### src/rtl/key_step_conditioner.sv
// Input conditioning for the sequence-detector FSM: synchronizes and debounces the
// pushbutton and the w switch, emitting one clk-wide step enable per debounced press.

// Multi-flop synchronizer for one asynchronous pin.
module ksc_sync #(
  parameter int   STAGES    = 2,
  parameter logic RESET_VAL = 1'b0
) (
  input  logic clk,
  input  logic rst,
  input  logic d_i,
  output logic q_o
);

  logic [STAGES-1:0] sync_q;

  // NOTE: sequential state uses non-blocking assignments so every flop samples pre-edge values.
  always_ff @(posedge clk) begin
    if (rst) begin
      // NOTE: the chain is reset too, so a pre-reset pin level cannot leak into the filter afterwards.
      sync_q <= {STAGES{RESET_VAL}};
    end else begin
      sync_q <= {sync_q[STAGES-2:0], d_i};
    end
  end

  assign q_o = sync_q[STAGES-1];

endmodule

// Level filter: commits a new level after STABLE_CYCLES consecutive differing samples.
module ksc_filter #(
  parameter int STABLE_CYCLES = 4,
  parameter int CNT_W         = 18
) (
  input  logic clk,
  input  logic rst,
  input  logic sample_i,
  output logic level_o
);

  localparam logic [CNT_W-1:0] CNT_MAX = CNT_W'(STABLE_CYCLES - 1);

  logic             level_q, level_d;
  logic [CNT_W-1:0] cnt_q, cnt_d;

  always_comb begin
    // NOTE: every output gets a default first, so no path can infer a latch.
    level_d = level_q;
    cnt_d   = '0;
    if (sample_i != level_q) begin
      if (cnt_q == CNT_MAX) begin
        level_d = sample_i;
      end else begin
        cnt_d = cnt_q + CNT_W'(1);
      end
    end
  end

  always_ff @(posedge clk) begin
    if (rst) begin
      level_q <= 1'b0;
      cnt_q   <= '0;
    end else begin
      level_q <= level_d;
      cnt_q   <= cnt_d;
    end
  end

  assign level_o = level_q;

endmodule

module key_step_conditioner #(
  parameter int STABLE_CYCLES = 250000,
  parameter int SYNC_STAGES   = 2,
  parameter int PB_ACTIVE_LOW = 1,
  parameter int CNT_W         = 18
) (
  input  logic       clk,
  input  logic       rst,
  input  logic       pb_raw,
  input  logic       w_raw,
  output logic       step,
  output logic       pb_level,
  output logic       w_level,
  output logic [7:0] press_cnt
);

  localparam logic             PB_RELEASED_RAW = (PB_ACTIVE_LOW != 0);
  localparam logic [CNT_W-1:0] CNT_MAX         = CNT_W'(STABLE_CYCLES - 1);

  typedef enum logic [1:0] {
    RELEASED     = 2'd0,
    PRESS_WAIT   = 2'd1,
    PRESSED      = 2'd2,
    RELEASE_WAIT = 2'd3
  } pb_state_e;

  logic pb_sync, w_sync;
  logic pb_pressed, pb_differ, pb_commit;

  pb_state_e        state_q, state_d;
  logic [CNT_W-1:0] pb_cnt_q, pb_cnt_d;
  logic             step_q, step_d;
  logic [7:0]       press_cnt_q, press_cnt_d;

  ksc_sync #(.STAGES(SYNC_STAGES), .RESET_VAL(PB_RELEASED_RAW)) u_pb_sync (
    .clk (clk),
    .rst (rst),
    .d_i (pb_raw),
    .q_o (pb_sync)
  );

  ksc_sync #(.STAGES(SYNC_STAGES), .RESET_VAL(1'b0)) u_w_sync (
    .clk (clk),
    .rst (rst),
    .d_i (w_raw),
    .q_o (w_sync)
  );

  // w needs only the stable level; it commits on the same edge rule as pb.
  ksc_filter #(.STABLE_CYCLES(STABLE_CYCLES), .CNT_W(CNT_W)) u_w_filter (
    .clk      (clk),
    .rst      (rst),
    .sample_i (w_sync),
    .level_o  (w_level)
  );

  assign pb_pressed = pb_sync ^ PB_RELEASED_RAW;
  assign pb_differ  = pb_pressed ^ pb_level;
  assign pb_commit  = pb_differ && (pb_cnt_q == CNT_MAX);

  always_ff @(posedge clk) begin
    if (rst) begin
      state_q     <= RELEASED;
      pb_cnt_q    <= '0;
      step_q      <= 1'b0;
      press_cnt_q <= '0;
    end else begin
      state_q     <= state_d;
      pb_cnt_q    <= pb_cnt_d;
      step_q      <= step_d;
      press_cnt_q <= press_cnt_d;
    end
  end

  always_comb begin
    state_d     = state_q;
    pb_cnt_d    = '0;
    step_d      = 1'b0;
    press_cnt_d = press_cnt_q;
    case (state_q)
      RELEASED: begin
        if (pb_differ) begin
          state_d  = PRESS_WAIT;
          pb_cnt_d = pb_cnt_q + CNT_W'(1);
        end
      end
      PRESS_WAIT: begin
        if (!pb_differ) begin
          state_d = RELEASED;
        end else if (pb_commit) begin
          // The only transition that produces a step, so a long hold yields one pulse.
          state_d     = PRESSED;
          step_d      = 1'b1;
          press_cnt_d = press_cnt_q + 8'd1;
        end else begin
          pb_cnt_d = pb_cnt_q + CNT_W'(1);
        end
      end
      PRESSED: begin
        if (pb_differ) begin
          state_d  = RELEASE_WAIT;
          pb_cnt_d = pb_cnt_q + CNT_W'(1);
        end
      end
      RELEASE_WAIT: begin
        if (!pb_differ) begin
          state_d = PRESSED;
        end else if (pb_commit) begin
          state_d = RELEASED;
        end else begin
          pb_cnt_d = pb_cnt_q + CNT_W'(1);
        end
      end
      default: state_d = RELEASED;
    endcase
  end

  always_comb begin
    pb_level = (state_q == PRESSED) || (state_q == RELEASE_WAIT);
  end

  assign step      = step_q;
  assign press_cnt = press_cnt_q;

endmodule

### config.mk
export PLATFORM = sky130hd
export DESIGN_NAME = key_step_conditioner
export DESIGN_NICKNAME = d
export VERILOG_FILES = /design/src/rtl/key_step_conditioner.sv
export SDC_FILE = /design/constraint.sdc
export NUM_CORES = 1
export LEC_CHECK = 0
export ABC_CLOCK_PERIOD_IN_PS = 2029
export CORE_ASPECT_RATIO = 2
export CORE_MARGIN = 1.5
export CORE_UTILIZATION = 55
export CTS_BUF_LIST = sky130_fd_sc_hd__clkbuf_2 sky130_fd_sc_hd__clkbuf_4 sky130_fd_sc_hd__clkbuf_8
export DETAILED_ROUTE_END_ITERATION = 8
export GPL_TIMING_DRIVEN = 0
export HOLD_SLACK_MARGIN = 0.03
export PLACE_DENSITY_LB_ADDON = 0.15
export SYNTH_ARGS = -nofsm -noshare
export SYNTH_HDL_FRONTEND = slang
export SYNTH_SLANG_ARGS = --single-unit
### constraint.sdc
create_clock -name clk -period 2.03 [get_ports clk]
set_input_delay 0.609 -clock clk [delete_from_list [all_inputs] [get_ports clk]]
set_output_delay 0.609 -clock clk [all_outputs]
set_load 0.005 [all_outputs]
==> flow_summary.yaml <==
power_and_ir_drop:
  p_leak_nw: 0.796
  internal_power_mw: 1.52
  power_frac_clock: 0.438
  p_sw_mw: 0.352
  p_comb_frac: 0.014
  p_seq_frac: 0.549
  power.share.switching: 0.188
  power.total_mw: 1.87
  power_density_mw_per_mm2: 703
  irDropWorstVdd_mv: 0.574
clock_tree:
  tritoncts: "yes"
  holdBufCountCts: 0
  cts.sinks: 52
  clk_pin_slew_ps: 90
  htree_levels: 2
  cts.path.max_buffers: 2
  cts_root_buffer: "clkbuf_8"
  post_cts_buffers: 0
  insertion_delay_ps: 310
  cts_inserted_buffers: 5
global_route:
  grt_pass1_wl_microns: 8090
  grt_max_degree: 16
  overflow: 0
  antenna_found_initial: 0
  grt_pass1_vias: 1886
  gr-usage-all-layers: 0.222
sta:
  fin_crit_ps: 1910
  finalSetupViolations: 0
  relSlewSlack: 0.611
  hold_viol: 0
  worst_pin_slew_ps: 578
  worst_slack_ps: 120
  finalCritPeriodShare: 0.941
  grt_setup_unrepaired: "false"
  max_freq_mhz: 524
  slew_violations: 0
  fin_worst_skew_ps: 12.3
placed_design:
  post-dp-hpwl_microns: 3500
  pre_cts_ws_ps: -81.7
  io_buffers: 13
  placed_area_sq_mm: 0.00252
  routabilityCongestion: 0.749
floorplan:
  die_height_microns: 94.9
  dieArea_sq_mm: 0.00464
  die_w_microns: 48.9
  ioPinCount: 15
  initial_utilization: 0.568
  row_count: 33
  fp.coreArea_sq_mm: 0.00409
synth:
  ys_types: 43
  synth_top_cell_area_share: 0.448
  syn_inst: 260
  yosys-top-cells-count: "dfxtp_1, nor2_1, xnor2_1"
  synth.avg_cell_area_sq_um: 8.93
  syn-num-nets: 267
  synth_seq_area_share: 0.448
  synth_edf_count: 0
  ys_top_cells_by_area: "dfxtp_1, xnor2_1, nor2_1, nand3_1, xor2_1"
  netlist_area_sq_mm: 0.00232
  ys.flop_type: "dfxtp_1"
  yosysTopAreaCell: "dfxtp_1"
  synth-seq-cells: 52
  yosysWarnings: 0
  synth_most_common_cell: "dfxtp_1"
  async_flop_share: 0
worst_setup_path:
  required_ps: 1420
  crit_type: "flip-flop to primary output"
  crit_fanout: 4
  cp-end-kind: "primary output"
  worstPathArrival_ps: 1300
  startpoint_type: "flip-flop"
layout:
  drive_gt1_frac: 0.0932
  fillers: 349
  area_delta_synth_final_pct: 14.7
  fin_nets: 286
  final_util: 0.651
  finalInstanceArea_sq_mm: 0.00266
  antenna_cells: 0
status:
  outcome: "finished clean"
detailed_routing:
  drt-initial-drc-count: 40
  wl_per_cell_microns: 14.0
  firstDrtPassIters: 4
  dr_total_vias: 1866
  drc: 0
  ant_nets: 0
  routed_wl_microns: 4640
  routed_via_density: 5.64
min_path:
  hold_path_class: "flip-flop to flip-flop"
run:
  drv_cap: 0
-- metal layers --
metal	vias to the layer above	global-route usage	part of all wire
li1	952	-	-
met2	17	0.459	0.58
met1	890	0.205	0.37
met3	7	0.0396	0.021
met5	-	0	0
met4	0	0.0881	0.022
-- registers in the layout, indices dropped and copies added, names as in the netlist, named ones only --
register and cells:
pb_cnt_q 18, step 1, u_pb_sync.sync_q 2, u_w_filter.level_o 1, press_cnt 8, u_w_sync.sync_q 2
state_q 1, u_w_filter.cnt_q 18
-- repair_timing --
| item | CTS | global route |
|---|---|---|
| endpoints found under the setup margin | 10 | 20 |
| pin swaps | 0 | 1 |
| gates resized for setup | 2 | 1 |
-- cells in the final DEF (no fill, tap or decap), types with 2 or more instances in the layout --
cell type and instances:
ha_1 3, o21ai_0 5, clkbuf_1 3, clkbuf_8 6, or3_1 5, a21oi_1 13
xnor2_1 21, o31ai_1 6, nor3_1 10, nor2_1 37, inv_1 11, o21ai_4 2
nor4_1 9, bufinv_16 2, and4_1 2, xor2_1 8, and3_1 5, or4_1 6
nor2b_1 2, or2_2 2, buf_2 2, nand2_1 7, nand4_1 9, nand3_2 2
nand3_1 18, clkdlybuf4s50_1 13, dfxtp_1 52
-- area by class of cell --
class | instances | area (sq um) | share of cell area
plain buffers | 8 | 53.8 | 0.0202
clock buffers | 5 | 68.8 | 0.0258
clock inverters | 2 | 60.1 | 0.0226
inverters | 11 | 41.3 | 0.0155
multi-input cells | 188 | 1200 | 0.452
flip-flops and latches | 52 | 1040 | 0.391
well taps | 52 | 65.1 | 0.0244
repair buffers | 13 | 130 | 0.0489
-- worst max-delay path: stages (launching register included) --
cell and delay (ps):
dfxtp_1 390, clkbuf_1 110, clkdlybuf4s50_1 500
-- power by group through the flow --
stage | Clock (mW) | Sequential, mW | Combinational (mW)
floorplan | 0 | 1.05 | 0.0163
global placement | 0 | 1.05 | 0.0250
detailed placement | 0 | 1.05 | 0.0255
CTS | 0.830 | 1.03 | 0.0259
global route | 0.863 | 1.03 | 0.0294
finish | 0.819 | 1.03 | 0.0257
-- stage by stage --
stage | instances | TNS, ps | hold WS, ps
6_report | 331 | 0 | 423
5_1_grt | 331 | 0 | 436
4_1_cts | 332 | 0 | 424
3_5_place_dp | 325 | -751 | 406
3_3_place_gp | 325 | -317 | 406
2_1_floorplan | 260 | 0 | 389
-- worst paths after layout --
kind,startpoint,endpoint,slack (ps),cells past startpoint
setup / recovery,flip-flop,pb_level,120,2
hold / removal,u_pb_sync.sync_q[0]$_SDFF_PP1_,u_pb_sync.sync_q[1]$_SDFF_PP1_,420,1
setup reg to reg,u_w_filter.cnt_q[0]$_SDFF_PP0_,u_w_filter.cnt_q[12]$_SDFF_PP0_,180,6
hold reg to reg,u_pb_sync.sync_q[0]$_SDFF_PP1_,u_pb_sync.sync_q[1]$_SDFF_PP1_,420,1
-- cells by family (layout without fill, tap and decap cells) --
kind of cell | Yosys count | after routing | synth area share
and+or+nand+nor | 125 | 125 | 0.300
DFF | 52 | 52 | 0.448
AOI/OAI and AO/OA | 31 | 31 | 0.0841
xor gates and xnor gates | 29 | 29 | 0.109
buffers and inverters | 20 | 39 | 0.0426
adders and majority gates | 3 | 3 | 0.0162
Power figures use the tool's default switching activity.
